<file path="src/rtl/jesd_rx_pkg.sv">
// rtl/jesd_rx_pkg.sv - shared types and helpers for the JESD204B RX sync logic
// Purpose: SYNC~ state encoding plus elaboration-time arithmetic helpers.
package jesd_rx_pkg;

    typedef enum logic [1:0] {
        ST_HOLD     = 2'd0,
        ST_WAIT_CGS = 2'd1,
        ST_DATA     = 2'd2,
        ST_ERR      = 2'd3
    } sync_state_e;

    // Integer ceiling division, used for frame-to-clock conversions.
    function automatic int ceil_div(input int a, input int b);
        return (a + b - 1) / b;
    endfunction

    function automatic int max_int(input int a, input int b);
        return (a > b) ? a : b;
    endfunction

endpackage

</file>
<file path="src/rtl/jesd_sync_n_gen.sv">
// rtl/jesd_sync_n_gen.sv - JESD204B RX SYNC~ driver
// Purpose: holds SYNC~ low until all enabled lanes achieve CGS, releases it,
//          re-asserts it for resync requests or as exact-width error pulses.
// Ports:
//   clk_i           character clock
//   rst_ni          asynchronous active-low reset
//   enable_i        0 keeps the link in sync request
//   lane_en_i       lane mask, disabled lanes ignored
//   lane_cgs_done_i per-lane CGS achieved
//   err_report_i    1-cycle error report pulse
//   resync_req_i    1-cycle resync request pulse
//   sync_n_o        SYNC~ to the transmitter
//   link_up_o       link in data or error-pulse phase
//   sync_release_o  1-cycle pulse on the SYNC~ release
//   state_o         current FSM state
//   err_pulse_cnt_o saturating count of error pulses emitted
module jesd_sync_n_gen
    import jesd_rx_pkg::*;
#(
    parameter int NUM_LANES      = 4,
    parameter int F              = 2,
    parameter int OCTETS_PER_CLK = 4,
    parameter int ERR_CNT_W      = 16
) (
    input  logic                 clk_i,
    input  logic                 rst_ni,
    input  logic                 enable_i,
    input  logic [NUM_LANES-1:0] lane_en_i,
    input  logic [NUM_LANES-1:0] lane_cgs_done_i,
    input  logic                 err_report_i,
    input  logic                 resync_req_i,
    output logic                 sync_n_o,
    output logic                 link_up_o,
    output logic                 sync_release_o,
    output logic [1:0]           state_o,
    output logic [ERR_CNT_W-1:0] err_pulse_cnt_o
);

    localparam int ERR_CYCLES    = max_int(ceil_div(2 * F, OCTETS_PER_CLK), 1);
    localparam int RESYNC_CYCLES = max_int(ceil_div(5 * F + 9, OCTETS_PER_CLK), 1);
    localparam int CNT_W         = $clog2(max_int(RESYNC_CYCLES, ERR_CYCLES) + 1);

    // The counter holds the number of cycles already completed in the current
    // state, so the final cycle is the one where it equals the length minus one.
    localparam logic [CNT_W-1:0] HOLD_LAST = CNT_W'(RESYNC_CYCLES - 1);
    localparam logic [CNT_W-1:0] ERR_LAST  = CNT_W'(ERR_CYCLES - 1);

    sync_state_e      state;
    logic [CNT_W-1:0] dur_cnt;
    logic             gap;
    logic             pending;

    logic all_cgs;
    logic drop_link;
    logic hold_last;
    logic err_last;

    assign all_cgs   = (&(lane_cgs_done_i | ~lane_en_i)) && (lane_en_i != '0);
    // Any of these takes the link down, and they outrank error reporting.
    assign drop_link = resync_req_i || !all_cgs || !enable_i;
    assign hold_last = (dur_cnt >= HOLD_LAST);
    assign err_last  = (dur_cnt >= ERR_LAST);

    assign state_o = state;

    always_ff @(posedge clk_i or negedge rst_ni) begin
        if (!rst_ni) begin
            state           <= ST_HOLD;
            dur_cnt         <= '0;
            gap             <= 1'b0;
            pending         <= 1'b0;
            sync_n_o        <= 1'b0;
            link_up_o       <= 1'b0;
            sync_release_o  <= 1'b0;
            err_pulse_cnt_o <= '0;
        end else begin
            sync_release_o <= 1'b0;
            case (state)
                ST_HOLD: begin
                    if (resync_req_i) begin
                        dur_cnt <= '0;
                    end else if (hold_last) begin
                        // Hold satisfied; wait here for enable if it is low.
                        if (enable_i) begin
                            state   <= ST_WAIT_CGS;
                            dur_cnt <= '0;
                        end
                    end else begin
                        dur_cnt <= dur_cnt + 1'b1;
                    end
                end

                ST_WAIT_CGS: begin
                    if (all_cgs && enable_i) begin
                        state          <= ST_DATA;
                        sync_n_o       <= 1'b1;
                        link_up_o      <= 1'b1;
                        sync_release_o <= 1'b1;
                        gap            <= 1'b0;
                    end
                end

                ST_DATA: begin
                    if (drop_link) begin
                        state     <= ST_HOLD;
                        dur_cnt   <= '0;
                        gap       <= 1'b0;
                        pending   <= 1'b0;
                        sync_n_o  <= 1'b0;
                        link_up_o <= 1'b0;
                    end else if ((err_report_i || pending) && !gap) begin
                        // A new report arriving together with a pending one
                        // is coalesced into this single pulse.
                        state    <= ST_ERR;
                        dur_cnt  <= '0;
                        pending  <= 1'b0;
                        sync_n_o <= 1'b0;
                        if (!(&err_pulse_cnt_o)) begin
                            err_pulse_cnt_o <= err_pulse_cnt_o + 1'b1;
                        end
                    end else begin
                        if (err_report_i) begin
                            pending <= 1'b1;
                        end
                        gap <= 1'b0;
                    end
                end

                ST_ERR: begin
                    if (drop_link) begin
                        state     <= ST_HOLD;
                        dur_cnt   <= '0;
                        gap       <= 1'b0;
                        pending   <= 1'b0;
                        sync_n_o  <= 1'b0;
                        link_up_o <= 1'b0;
                    end else begin
                        if (err_report_i) begin
                            pending <= 1'b1;
                        end
                        if (err_last) begin
                            // The first data cycle after a pulse is a forced
                            // high gap so the TX sees two distinct edges.
                            state    <= ST_DATA;
                            dur_cnt  <= '0;
                            gap      <= 1'b1;
                            sync_n_o <= 1'b1;
                        end else begin
                            dur_cnt <= dur_cnt + 1'b1;
                        end
                    end
                end

                default: begin
                    state <= ST_HOLD;
                end
            endcase
        end
    end

endmodule
</file>
<file path="config.mk">
export PLATFORM = sky130hd
export DESIGN_NAME = jesd_sync_n_gen
export DESIGN_NICKNAME = d
export VERILOG_FILES = /design/src/rtl/jesd_rx_pkg.sv /design/src/rtl/jesd_sync_n_gen.sv
export SDC_FILE = /design/constraint.sdc
export NUM_CORES = 1
export LEC_CHECK = 0
export CELL_PAD_IN_SITES_DETAIL_PLACEMENT = 1
export CELL_PAD_IN_SITES_GLOBAL_PLACEMENT = 1
export CORE_AREA = 2 2 50 88
export DETAILED_ROUTE_END_ITERATION = 10
export DIE_AREA = 0 0 52 90
export PLACE_DENSITY_LB_ADDON = 0.1
export SYNTH_ARGS = -nofsm -noshare
export SYNTH_HDL_FRONTEND = slang
export SYNTH_SLANG_ARGS = --single-unit
</file>
<file path="constraint.sdc">
create_clock -name clk_i -period 1.85 [get_ports clk_i]
set_input_delay 0.37 -clock clk_i [delete_from_list [all_inputs] [get_ports clk_i]]
set_output_delay 0.37 -clock clk_i [all_outputs]
set_load 0.05 [all_outputs]
</file>
==> results of run 1 <==
final cells by class:
| class | count | area [um^2] |
|---|---|---|
| Timing Repair Buffer | 51 | 432 |
| Clock buffer | 3 | 41.3 |
| Sequential cell | 26 | 664 |
| Clock inverter | 1 | 30.0 |
| Fill cell | 457 | 1960 |
| Multi-Input combinational cell | 97 | 779 |
| Inverter | 6 | 22.5 |
| Tap cell | 49 | 61.3 |
routing by layer:
metal	part of all wire	wire [um]	track usage
met1	0.34	1320	0.189
met2	0.61	2350	0.357
met3	0.033	129	0.0266
met4	0.021	80	0.0680
met5	0	0	0
synth_stat cells (3+ instances only):
cell type | count | area [um^2]
xnor2_1 | 11 | 96.3
a21oi_1 | 7 | 35.0
nand3_1 | 9 | 45.0
nor2_1 | 5 | 18.8
ha_1 | 3 | 37.5
nand2b_1 | 4 | 25.0
inv_1 | 6 | 22.5
dfrtp_1 | 26 | 651
nand4_1 | 8 | 50.1
nand2_1 | 3 | 11.3
and3_1 | 9 | 56.3
what timing repair did:
action	in CTS	in global routing
buffers inserted	2	1
resized for setup	2	9
setup endpoints to repair	6	10
hold endpoints to repair	0	0
pin swaps	5	7
worst max-delay path: stages:
cell and delay (ps):
clkdlybuf4s50_1 470, o21bai_1 90, nand2b_1 200, nor3_4 250, and4_4 270, mux2_4 290
registers in the layout (all words and copies together) (netlist names):
signal and count:
sync_n_o 1, dur_cnt 3, pending 1, sync_release_o 1
err_pulse_cnt_o 16, state_o 2, link_up_o 1, gap 1
logic make-up after synthesis:
group	synth area share
adder cells (fa/ha/maj)	0.0256
multiplexers	0.0342
AND/OR/NAND/NOR	0.278
AO/OA/AOI/OAI	0.104
buffers and inverters	0.0359
XOR/XNOR	0.0778
flip-flops	0.444
through the flow:
step                      setup WS, ps  cell area, um^2
final                             64.6             2030
after global placement            -303             1900
after floorplan                   20.9             1480
after global routing             -4.84             2030
after CTS                         3.94             1990
after detailed placement          -360             1900
final timing paths:
check	start	to	slack, ps	depth (start not counted)
worst max-delay path	err_report_i	err_pulse_cnt_o[14]$_DFFE_PN0P_	60	6
worst min-delay path	rst_ni	sync_n_o$_DFFE_PN0P_	470	2
worst max register to register	gap$_DFFE_PN0P_	err_pulse_cnt_o[14]$_DFFE_PN0P_	140	5
worst min register to register	err_pulse_cnt_o[9]$_DFFE_PN0P_	err_pulse_cnt_o[9]$_DFFE_PN0P_	490	1
max in group asynchronous	rst_ni	err_pulse_cnt_o[1]$_DFFE_PN0P_	1090	2
min in group clk_i	err_pulse_cnt_o[9]$_DFFE_PN0P_	err_pulse_cnt_o[9]$_DFFE_PN0P_	490	1
power breakdown:
part / internal, mW / leakage [nW] / switching, mW
combinational: 0.189 / 0.597 / 0.280
sequential: 0.629 / 0.336 / 0.0425
clock: 0.290 / 0.0357 / 0.184
==> metrics.md, run 1 <==
| Metric | Value |
|---|---|
| Pin count of the biggest net entering global routing | `27` |
| Synthesized cell area | `roughly 1500 um^2` |
| Register area share after synthesis | `0.444` |
| Maximum VDD drop | `0.427 mV` |
| I/O Buffers | `33` |
| Total CTS buffers | `3` |
| Most common cell after layout, fill and taps aside | `buf_4` |
| Pwr/cell area | `between 700 and 800 nW/um^2` |
| Share of layout cells above drive strength 1 | `0.391` |
| Crit. End Element | `flip-flop` |
| Area Overhead vs Synth | `38.7%` |
| Post-Route Utilization | `0.508` |
| Fin crit period | `about 1800 ps` |
| Critical path required time | `around 2000 ps` |
| Sinks on Clock Net | `26` |
| # rows | `31` |
| Placer's final routability congestion estimate | `roughly 0.74` |
| Rel. slew slack | `0.766` |
| Max Fclk | `between 0.5 and 0.6 GHz` |
| Status | `completed` |
| Ports | `34` |
| Critical-path maximum fanout | `5` |
| Prevailing post-synth register cell | `dfrtp_1` |
| First-pass GRT wire length | `~6600 um` |
| Max-Cap Viols | `0` |
| RSZ-0062 raised after global routing | `true` |
| Most frequent cells in the layout | `buf_4, dfrtp_1, xnor2_1, dfrtp_2` |
| GRT Resource Usage Total | `0.186` |
| Final Skew | `around 3.9 ps` |
| Post-Place Cells | `between 200 and 250` |
| Worst-path clk slew | `90 ps` |
| Die Ht | `~90 um` |
| Final Cycle Share | `0.965` |
| Die X | `around 52 um` |
| Die area | `about 4700 um^2` |
| Syn Area/Cell | `roughly 11 um^2` |
| Number of max-slew violations in the final report | `0` |
| Total number of yosys warnings | `0` |
| Post-synth EDFFs | `0` |
| Congestion Overflow GR | `0` |
| Syn Nets | `~150` |
| Hold Crit Class | `input pin to asynchronous set/reset pin` |
| Routed length per instance | `about 17 um` |
| CP Class | `input pin to flip-flop` |
| Slew @ Worst Pin | `around 350 ps` |
| Cts hold-fix bufs | `0` |
| CTS tree | `built` |
| Maximum buffer depth of the clock tree | `2` |
| Critical Path AT | `between 1500 and 2000 ps` |
| Depth of the CTS H-tree | `1` |
| Via count | `approximately 1300` |
| Antenna Nets Post-Route | `0` |
| Clock root buffer master | `clkbuf_8` |
| Nets | `about 200` |
| Hpwl dp | `between 2000 and 3000 um` |
| Avg Vias per Cell | `5.38` |
| Synthesized instance count | `132` |
| Hold Vio Cnt, Final | `0` |
| Final WL | `around 3900 um` |
| Drt pass-1 iters | `6` |
| Ys async rst share | `1.00` |
| DRC Markers | `0` |
| # setup viols final | `0` |
| Starting Density | `0.366` |
| CP Launch Type | `input pin` |
| Synth Register Bits | `26` |
| Iteration-0 DRC Markers | `9` |
| Count of cell types in the netlist | `44` |
| Total negative slack | `0 ps` |
| Antenna violations before repair | `0` |
| Vias in the first global route | `about 1400` |
| Pwr Total | `1.61 mW` |
| Leak Pwr | `between 0.9 and 1 nW` |
| Core ar. | `about 4000 um^2` |
| Skew-Pair Late Insertion Delay | `approximately 270 ps` |
| Number of diodes | `0` |
| Final Hold Slack | `473 ps` |
| Post-Layout Cell Count | `between 200 and 250` |
Power figures use the tool's default switching activity.
==> run 2: changes to the inputs <==
--- a/config.mk
+++ b/config.mk
@@ -11,6 +11,7 @@
 export DETAILED_ROUTE_END_ITERATION = 10
 export DIE_AREA = 0 0 52 90
 export PLACE_DENSITY_LB_ADDON = 0.1
+export SLEW_MARGIN = 40
 export SYNTH_ARGS = -nofsm -noshare
 export SYNTH_HDL_FRONTEND = slang
 export SYNTH_SLANG_ARGS = --single-unit
==> results of run 2 <==
The final DEF is identical to that of run 1; final timing and power are the same.
